<file path="src/rtl/scarv_cop_stim_pkg.sv">
// Shared types and constants for the CPU/COP stimulus sequencer.
package scarv_cop_stim_pkg;

  typedef enum logic [1:0] {
    ST_IDLE    = 2'd0,
    ST_RUN     = 2'd1,
    ST_DONE    = 2'd2,
    ST_TIMEOUT = 2'd3
  } stim_state_t;

  localparam logic [1:0] MODE_ALWAYS = 2'b00;
  localparam logic [1:0] MODE_RANDOM = 2'b01;
  localparam logic [1:0] MODE_SPARSE = 2'b10;
  localparam logic [1:0] MODE_HOLD   = 2'b11;

  localparam logic [31:0] LFSR_TAPS = 32'h8020_0003;

  // rnd_bit drives the 50% mode, rnd_pair==0 the 25% mode.
  function automatic logic mode_permit(input logic [1:0] mode,
                                       input logic       rnd_bit,
                                       input logic [1:0] rnd_pair);
    logic permit;
    case (mode)
      MODE_ALWAYS: permit = 1'b1;
      MODE_RANDOM: permit = rnd_bit;
      MODE_SPARSE: permit = (rnd_pair == 2'b00);
      default:     permit = 1'b0;
    endcase
    return permit;
  endfunction

endpackage

</file>
<file path="src/rtl/scarv_cop_stim_lfsr32.sv">
// 32-bit Galois LFSR; free-running random source for handshake pacing.
module scarv_lfsr32 #(
  parameter logic [31:0] SEED = 32'hACE1_2019
) (
  input  logic        g_clk,
  input  logic        g_reset,
  input  logic        en,
  output logic [31:0] state
);
  import scarv_cop_stim_pkg::*;

  always_ff @(posedge g_clk) begin
    if (g_reset) begin
      state <= SEED;
    end else if (en) begin
      state <= {1'b0, state[31:1]} ^ (state[0] ? LFSR_TAPS : 32'h0);
    end
  end

endmodule

</file>
<file path="src/rtl/scarv_cop_stim.sv">
// Table-driven CPU-side stimulus sequencer for the COP instruction interface.
//   state      | meaning
//   ST_IDLE    | after reset, waiting for start; table writable
//   ST_RUN     | issuing requests and accepting responses
//   ST_DONE    | all n_insn responses accepted; status held
//   ST_TIMEOUT | cycle limit reached before completion; status held
module scarv_cop_stim
  import scarv_cop_stim_pkg::*;
#(
  parameter int          DEPTH   = 64,
  parameter int          XLEN    = 32,
  parameter int          MAX_OUT = 2,
  parameter int          CYC_W   = 16,
  parameter logic [31:0] SEED    = 32'hACE1_2019,
  localparam int         AW      = $clog2(DEPTH),
  localparam int         CNT_W   = AW + 1
) (
  input  logic             g_clk,
  input  logic             g_reset,
  input  logic             tbl_wen,
  input  logic [AW-1:0]    tbl_addr,
  input  logic [XLEN-1:0]  tbl_enc,
  input  logic [XLEN-1:0]  tbl_rs1,
  input  logic             start,
  input  logic [CNT_W-1:0] n_insn,
  input  logic [1:0]       req_mode,
  input  logic [1:0]       ack_mode,
  input  logic [CYC_W-1:0] timeout,
  output logic             cpu_insn_req,
  input  logic             cop_insn_ack,
  output logic [XLEN-1:0]  cpu_insn_enc,
  output logic [XLEN-1:0]  cpu_rs1,
  output logic             cpu_abort_req,
  input  logic             cop_insn_rsp,
  input  logic [2:0]       cop_result,
  output logic             cpu_insn_ack,
  output logic             busy,
  output logic             done,
  output logic             timed_out,
  output logic [CNT_W-1:0] n_issued,
  output logic [CNT_W-1:0] n_finished,
  output logic [CNT_W-1:0] err_cnt,
  output logic [2:0]       last_result
);

  localparam logic [CNT_W-1:0] MAX_OUT_C = CNT_W'(MAX_OUT);

  stim_state_t         state_q;
  logic [CNT_W-1:0]    iss_q, fin_q, err_q, n_tgt_q;
  logic [CNT_W-1:0]    iss_nxt, fin_nxt, outst_nxt;
  logic [CYC_W-1:0]    cyc_q;
  logic                req_q, ack_q;
  logic [2:0]          last_q;
  logic [XLEN-1:0]     enc_q, rs1_q;
  logic [2*XLEN-1:0]   tbl_mem [DEPTH];
  logic [31:0]         lfsr;
  logic                lfsr_unused;
  logic                valid, finish, req_ok, ack_ok;
  logic                run_stays, gate_open, req_nxt, ack_nxt;

  scarv_lfsr32 #(.SEED(SEED)) u_lfsr (
    .g_clk   (g_clk),
    .g_reset (g_reset),
    .en      (1'b1),
    .state   (lfsr)
  );

  assign lfsr_unused = ^lfsr[31:6];

  assign valid     = req_q & cop_insn_ack;
  assign finish    = cop_insn_rsp & ack_q;
  assign iss_nxt   = iss_q + CNT_W'(valid);
  assign fin_nxt   = fin_q + CNT_W'(finish);
  assign outst_nxt = iss_nxt - fin_nxt;
  assign req_ok    = mode_permit(req_mode, lfsr[0], lfsr[2:1]);
  assign ack_ok    = mode_permit(ack_mode, lfsr[3], lfsr[5:4]);

  // Decisions use post-handshake counts so back-to-back issue and
  // refill right after a finish are both possible.
  assign run_stays = (state_q == ST_RUN) && (cyc_q != timeout) && (fin_nxt != n_tgt_q);
  assign gate_open = run_stays && (iss_nxt < n_tgt_q) && (outst_nxt < MAX_OUT_C) && req_ok;
  assign req_nxt   = run_stays && ((req_q && !cop_insn_ack) || gate_open);
  assign ack_nxt   = run_stays && cop_insn_rsp && !finish && ack_ok;

  always_ff @(posedge g_clk) begin
    if (tbl_wen && (state_q != ST_RUN)) begin
      tbl_mem[tbl_addr] <= {tbl_enc, tbl_rs1};
    end
  end

  always_ff @(posedge g_clk) begin
    if (g_reset) begin
      state_q <= ST_IDLE;
      iss_q   <= '0;
      fin_q   <= '0;
      err_q   <= '0;
      n_tgt_q <= '0;
      cyc_q   <= '0;
      req_q   <= 1'b0;
      ack_q   <= 1'b0;
      last_q  <= '0;
      enc_q   <= '0;
      rs1_q   <= '0;
    end else begin
      req_q <= req_nxt;
      ack_q <= ack_nxt;
      case (state_q)
        ST_RUN: begin
          cyc_q <= cyc_q + 1'b1;
          iss_q <= iss_nxt;
          fin_q <= fin_nxt;
          if (finish) begin
            last_q <= cop_result;
            if (cop_result != 3'd0) err_q <= err_q + 1'b1;
          end
          if (valid) {enc_q, rs1_q} <= tbl_mem[iss_nxt[AW-1:0]];
          if (cyc_q == timeout)          state_q <= ST_TIMEOUT;
          else if (fin_nxt == n_tgt_q)   state_q <= ST_DONE;
        end
        default: begin
          if (start) begin
            state_q        <= (n_insn == '0) ? ST_DONE : ST_RUN;
            iss_q          <= '0;
            fin_q          <= '0;
            err_q          <= '0;
            last_q         <= '0;
            cyc_q          <= '0;
            n_tgt_q        <= n_insn;
            {enc_q, rs1_q} <= tbl_mem[AW'(0)];
          end
        end
      endcase
    end
  end

  assign cpu_insn_req  = req_q;
  assign cpu_insn_ack  = ack_q;
  assign cpu_insn_enc  = enc_q;
  assign cpu_rs1       = rs1_q;
  assign cpu_abort_req = 1'b0;
  assign busy          = (state_q == ST_RUN);
  assign done          = (state_q == ST_DONE);
  assign timed_out     = (state_q == ST_TIMEOUT);
  assign n_issued      = iss_q;
  assign n_finished    = fin_q;
  assign err_cnt       = err_q;
  assign last_result   = last_q;

endmodule
</file>
<file path="config.mk">
export PLATFORM = sky130hd
export DESIGN_NAME = scarv_cop_stim
export DESIGN_NICKNAME = d
export VERILOG_FILES = /design/src/rtl/scarv_cop_stim_pkg.sv /design/src/rtl/scarv_cop_stim_lfsr32.sv /design/src/rtl/scarv_cop_stim.sv
export SDC_FILE = /design/constraint.sdc
export NUM_CORES = 2
export LEC_CHECK = 0
export ABC_AREA = 0
export ABC_CLOCK_PERIOD_IN_PS = 7200
export CAP_MARGIN = 10
export CORE_ASPECT_RATIO = 0.8
export CORE_MARGIN = 3
export CORE_UTILIZATION = 46
export DETAILED_ROUTE_END_ITERATION = 10
export HOLD_SLACK_MARGIN = 0.05
export PLACE_DENSITY = 0.63
export SYNTH_ARGS = -nofsm -noshare
export SYNTH_HDL_FRONTEND = slang
export SYNTH_HIERARCHICAL = 1
export SYNTH_SLANG_ARGS = --single-unit
</file>
<file path="constraint.sdc">
create_clock -name g_clk -period 7.2 [get_ports g_clk]
set_input_delay 1.44 -clock g_clk [delete_from_list [all_inputs] [get_ports g_clk]]
set_output_delay 1.44 -clock g_clk [all_outputs]
set_load 0.02 [all_outputs]
</file>
Word-level counts from Yosys, hierarchy flattened
Memory sizes are Yosys's and may differ from the RTL's. Cells that the tools add are included. W data, S select, Z words.

Memories kept: 1. Register bits: 147. Logic and storage cells: 93. RAM bits: 4096. Input port bits: 106. Output and inout port bits: 94.

Eq/ne operators: 16. Order comparisons: 2. Muxes and demuxes: 27. Bitwise operators: 4. Reductions and logical operators: 26. Add/sub/neg operators: 5.

Memories: tbl_mem (words 64, width 64, read ports 2, clocked after Yosys merged registers in 0, write ports 1, RTL line scarv_cop_stim.sv:55) `logic [2*XLEN-1:0] tbl_mem [DEPTH];`.

Operator list (number): $mux W32 (7); $mux W7 (6); $mux W16 (2); $xor A31 B32 Y32 (1); $add A16 B1 Y16 const B (1); $eq A16 B16 Y1 (1); $ne A16 B16 Y1 (1); $add A7 B1 Y7 (2); $logic_and A1 B1 Y1 (11); $mux W2 (5); $mux W3 (3); $eq A2 B2 Y1 const B (4); $logic_not A2 Y1 (4); $ne A2 B1 Y1 const B (4); $reduce_and A2 Y1 (4); $add A7 B1 Y7 const B (1); $eq A7 B7 Y1 (1); $logic_not A7 Y1 (1); $lt A7 B2 Y1 const B (1); $lt A7 B7 Y1 (1); $ne A7 B7 Y1 (1); $sub A7 B7 Y7 (1); $eq A2 B1 Y1 const B (3); $pmux W1 S3 (2); 9 further kinds (12).

Logic depth before layout (Yosys ltp)
Word-level depth: 9. Mapped depth: 18. Mapped depth without buffers: 14.

Modules after synthesis
The synthesis kept the hierarchy.

Modules (own cells, without submodules): scarv_cop_stim (cells each 6780, times used 1, sequential area each 125300.2 um^2, area an instance 160692.9 um^2); scarv_lfsr32 (cells each 107, times used 1, sequential area each 640.6 um^2, area an instance 1184.9 um^2).

Worst setup path after synthesis
No wires, ideal clock.

Path kind: input to register. Start: input tbl_addr[0]. End: memory tbl_mem[60][0] (netlist bit) (enable). Path buffers: 2. Arrival time: 5396 ps. Library setup time: 487 ps. Path slack: 1317 ps. Stages: 5. Data required time: 6713 ps. Cells stage by stage: clkbuf_1 > or3b_2 > or3b_2 > clkbuf_1 > nor2_1.

RTL lines: from (decl) (RTL line scarv_cop_stim.sv:21) `input logic [AW-1:0] tbl_addr,`; to (decl) (RTL line scarv_cop_stim.sv:55).

No word-level cell before the write port.

Final worst setup path
Start: register state_q[0]. End: output busy.

Cells in the longest elaborated chain, start to end: 1.

RTL lines: from (decl) (RTL line scarv_cop_stim.sv:48) `stim_state_t state_q;`; from (signal assigned) (RTL line scarv_cop_stim.sv:122) `state_q <= (n_insn == '0) ? ST_DONE : ST_RUN;`; $eq A2 B1 Y1 (RTL line scarv_cop_stim.sv:141) `assign busy = (state_q == ST_RUN);`; to (decl) (RTL line scarv_cop_stim.sv:37) `output logic busy,`.

No other way between the ends.

==> reports/metrics.json <==
{
  "outcome": {"value": "finished clean"},
  "max_freq": {"value": 205, "unit": "MHz"},
  "synth_top_cells_by_area": {"value": "sky130_fd_sc_hd__edfxtp_1 76%, sky130_fd_sc_hd__mux4_2 18%, sky130_fd_sc_hd__dfxtp_1 1.8%"},
  "fin_hold_ws": {"value": 0.474, "unit": "ns"},
  "setup.worst_path.start_class": {"value": "flop"},
  "pwr_density_cell": {"value": 267, "unit": "nW/µm²"},
  "cell_at_the_root_of_the_clock_tree": {"value": "sky130_fd_sc_hd__clkbuf_16"},
  "total_clock_buffers_created_by_cts": {"value": 406},
  "final_period_minus_worst_setup_slack": {"value": 4.89, "unit": "ns"},
  "power.clock.fraction": {"value": 0.424},
  "grt_pass1_wl": {"value": 623000, "unit": "µm"},
  "slew-limit-headroom": {"value": 0.158},
  "grt_max_degree": {"value": 94},
  "report.power.total": {"value": 49.3, "unit": "mW"},
  "r2r_setup_slack": {"value": 2.90, "unit": "ns"},
  "final_max_slew_viol_count": {"value": 0},
  "clkSinkCount": {"value": 4243},
  "place_ws": {"value": 1.62, "unit": "ns"},
  "worstPathMaxFanout": {"value": 30},
  "min_period_over_period": {"value": 0.679},
  "critPathArrivalTime": {"value": 3.45, "unit": "ns"},
  "die-width": {"value": 669, "unit": "µm"},
  "synth_top_cell_area_share": {"value": 0.760},
  "cp_data_required_time": {"value": 5.76, "unit": "ns"},
  "worst_ir_drop_vdd": {"value": 197, "unit": "µV"},
  "ant_nets": {"value": 0},
  "clock_transition_at_the_registers_of_the_reported_paths": {"value": 0.06, "unit": "ns"},
  "finalSetupViolations": {"value": 0},
  "synth_top_area_cell": {"value": "sky130_fd_sc_hd__edfxtp_1"},
  "drv.max_cap_violation_count": {"value": 0},
  "design.core.area": {"value": 350000, "unit": "µm²"},
  "utilization": {"value": 0.528},
  "number_of_library_cell_types_mapped_by_synthesis": {"value": 67},
  "cellLeakagePower": {"value": 55.6, "unit": "nW"},
  "postLayoutSetupSlackWorst": {"value": 2.31, "unit": "ns"},
  "numPlacedInstances": {"value": 11700},
  "switchingPower": {"value": 9.90, "unit": "mW"},
  "routed_via_density": {"value": 6.40},
  "ctsLongestPathBuffers": {"value": 4},
  "grt_pass1_vias": {"value": 77900},
  "global_route.overflow_total": {"value": 0},
  "fp.dieArea": {"value": 359000, "unit": "µm²"},
  "postCtsSetupBuffers": {"value": 0},
  "cts-resized-gates": {"value": 0},
  "rsz0062_at_grt": {"value": "no"},
  "antenna_found_initial": {"value": 37},
  "warnings_from_yosys": {"value": 6},
  "synth-async-reset-ratio": {"value": 0},
  "post_cts_hold_buffer_count": {"value": 0},
  "mappedNetlistArea": {"value": 162000, "unit": "µm²"},
  "place.port_buffers": {"value": 198},
  "cts_tree": {"value": "done"},
  "clk_latency": {"value": 0.92, "unit": "ns"},
  "final_cell_count_no_fill": {"value": 12400},
  "die_h": {"value": 537, "unit": "µm"},
  "ctsHtreeMaxLevel": {"value": 5},
  "finalHoldViolCount": {"value": 0},
  "finalClockSkew": {"value": 0.0439, "unit": "ns"},
  "seq_power_share": {"value": 0.553},
  "ys_seq_area_frac": {"value": 0.778},
  "dominantRegCellSynth": {"value": "sky130_fd_sc_hd__edfxtp_1"},
  "nNetsFinal": {"value": 7513},
  "stdcell_area": {"value": 185000, "unit": "µm²"},
  "crit_path_end_kind": {"value": "output pin"},
  "floorplan.rows": {"value": 194},
  "postSynthNetCount": {"value": 7010},
  "area_growth_synth_to_finish": {"value": 14.0, "unit": "%"},
  "final.setup.tns": {"value": 0, "unit": "ns"},
  "grtUsageTotal": {"value": 0.248},
  "detail_route.wl_per_cell": {"value": 36.0, "unit": "µm"},
  "layout-drive-gt1-share": {"value": 0.295},
  "dpl.hpwl": {"value": 240000, "unit": "µm"},
  "timing_worst_slew_pin_value": {"value": 1.26, "unit": "ns"},
  "floorplan.io_pins": {"value": 200},
  "cell_count_after_synthesis": {"value": 6887},
  "drt-initial-drc-count": {"value": 12200},
  "internal_power": {"value": 39.4, "unit": "mW"},
  "synth_enable_flop_cells": {"value": 4096},
  "route.final.wire_length": {"value": 448000, "unit": "µm"},
  "gp_congestion": {"value": 0.809},
  "comb_power_share": {"value": 0.023},
  "num_vias": {"value": 79700},
  "timing.hold.worst.class": {"value": "flop to flop"},
  "ys_ff_latch": {"value": 4243},
  "worstSetupPathType": {"value": "flop to output pin"},
  "start_util": {"value": 0.463},
  "post_synth.cell_area_avg": {"value": 23.5, "unit": "µm²"},
  "placed_cell_area": {"value": 172000, "unit": "µm²"},
  "p_sw_frac": {"value": 0.201},
  "drcViolationCount": {"value": 0},
  "drt-pass1-iter-count": {"value": 6}
}
## Yosys cell counts, types with 11 or more instances
master	count
sky130_fd_sc_hd__edfxtp_1	4096
sky130_fd_sc_hd__mux4_2	1276
sky130_fd_sc_hd__nand2_1	229
sky130_fd_sc_hd__nor2_1	188
sky130_fd_sc_hd__clkbuf_1	186
sky130_fd_sc_hd__buf_2	149
sky130_fd_sc_hd__dfxtp_1	147
sky130_fd_sc_hd__nand3_1	78
sky130_fd_sc_hd__o21ai_0	73
sky130_fd_sc_hd__o22ai_1	57
sky130_fd_sc_hd__a22o_1	45
sky130_fd_sc_hd__a21oi_1	39
sky130_fd_sc_hd__mux2i_1	31
sky130_fd_sc_hd__xor2_1	29
sky130_fd_sc_hd__and3_1	26
sky130_fd_sc_hd__buf_1	20
sky130_fd_sc_hd__inv_1	19
sky130_fd_sc_hd__nor3_1	17
sky130_fd_sc_hd__ha_1	16
sky130_fd_sc_hd__xnor2_1	15
sky130_fd_sc_hd__o31ai_1	14
sky130_fd_sc_hd__nand4_1	13
sky130_fd_sc_hd__buf_4	11
## critical path, stage by stage, from the launching register on
cell                              delay [ns]
sky130_fd_sc_hd__dfxtp_1                0.40
sky130_fd_sc_hd__nand2b_1               0.11
sky130_fd_sc_hd__buf_4                  0.23
sky130_fd_sc_hd__inv_4                  0.48
sky130_fd_sc_hd__buf_4                  0.58
sky130_fd_sc_hd__clkdlybuf4s50_1        0.72
## power groups by stage
stage / combinational (mW) / sequential [mW] / clock (mW)
2_1_floorplan: 0.414 / 27.8 / 0
3_3_place_gp: 1.09 / 27.8 / 0
3_5_place_dp: 1.13 / 27.8 / 0
4_1_cts: 1.13 / 27.3 / 21.2
5_1_grt: 1.21 / 27.3 / 22.1
6_report: 1.13 / 27.3 / 20.9
## final timing paths
| path | startpoint | end | cells after the start |
|---|---|---|---|
| worst max register to register | state_q[1] | tbl_mem[12][55] | 7 |
| worst max-delay path | state_q[0] | busy | 5 |
| worst min-delay path | u_lfsr/state[14] | u_lfsr/state[13] | 2 |
| worst min register to register | u_lfsr/state[14] | u_lfsr/state[13] | 2 |
## registers in the layout (all words and copies together), names as in the netlist
register	count
tbl_mem	4096
n_tgt_q	7
cyc_q	16
u_lfsr/state	32
cpu_insn_req	1
n_finished	7
cpu_insn_ack	1
last_result	3
cpu_rs1	32
n_issued	7
state_q	2
cpu_insn_enc	32
err_cnt	7
## cells by family after synthesis
logic type | synth area share
mux | 0.180
simple gates | 0.0162
fa+ha+maj | 0.00136
other cells | 0.0000464
buf+inv | 0.0111
xor+xnor | 0.00248
compound gates | 0.0110
flops | 0.778
## layout by cell type (no fill, tap or decap), types with 18 or more instances in the layout
| cell | instances |
|---|---|
| sky130_fd_sc_hd__mux4_2 | 1276 |
| sky130_fd_sc_hd__o21ai_0 | 73 |
| sky130_fd_sc_hd__clkdlybuf4s50_1 | 139 |
| sky130_fd_sc_hd__clkinv_1 | 92 |
| sky130_fd_sc_hd__edfxtp_1 | 4096 |
| sky130_fd_sc_hd__o22ai_1 | 57 |
| sky130_fd_sc_hd__xor2_1 | 27 |
| sky130_fd_sc_hd__nand2_1 | 227 |
| sky130_fd_sc_hd__and3_1 | 25 |
| sky130_fd_sc_hd__buf_4 | 172 |
| sky130_fd_sc_hd__nor2_4 | 65 |
| sky130_fd_sc_hd__buf_2 | 59 |
| sky130_fd_sc_hd__nand3_1 | 78 |
| sky130_fd_sc_hd__mux2i_1 | 31 |
| sky130_fd_sc_hd__a21oi_1 | 39 |
| sky130_fd_sc_hd__diode_2 | 21 |
| sky130_fd_sc_hd__clkbuf_16 | 415 |
| sky130_fd_sc_hd__dfxtp_1 | 147 |
| sky130_fd_sc_hd__clkinv_2 | 76 |
| sky130_fd_sc_hd__buf_12 | 100 |
| sky130_fd_sc_hd__bufinv_16 | 32 |
| sky130_fd_sc_hd__a22o_1 | 45 |
| sky130_fd_sc_hd__inv_1 | 18 |
| sky130_fd_sc_hd__nor2_1 | 123 |
| sky130_fd_sc_hd__clkbuf_1 | 80 |
## metal layers
metal / track usage / routed length [µm] / up-vias
met2: 0.365 / 202000 / 4779
li1: - / - / 30500
met1: 0.380 / 183000 / 43700
met4: 0.0613 / 11400 / 8
met5: 0 / 50 / -
met3: 0.0559 / 51600 / 692
## area by class of cell
cell class	count	area (µm²)
fill	26200	165000
sequential	4243	126000
multi-input combinational	2247	34700
clock buffer	511	10900
tap	4704	5890
timing repair buffer	470	4980
clock inverter	230	1990
inverter	22	95.1
antenna	21	52.6
No activity file was read; power rests on OpenSTA's default activity.
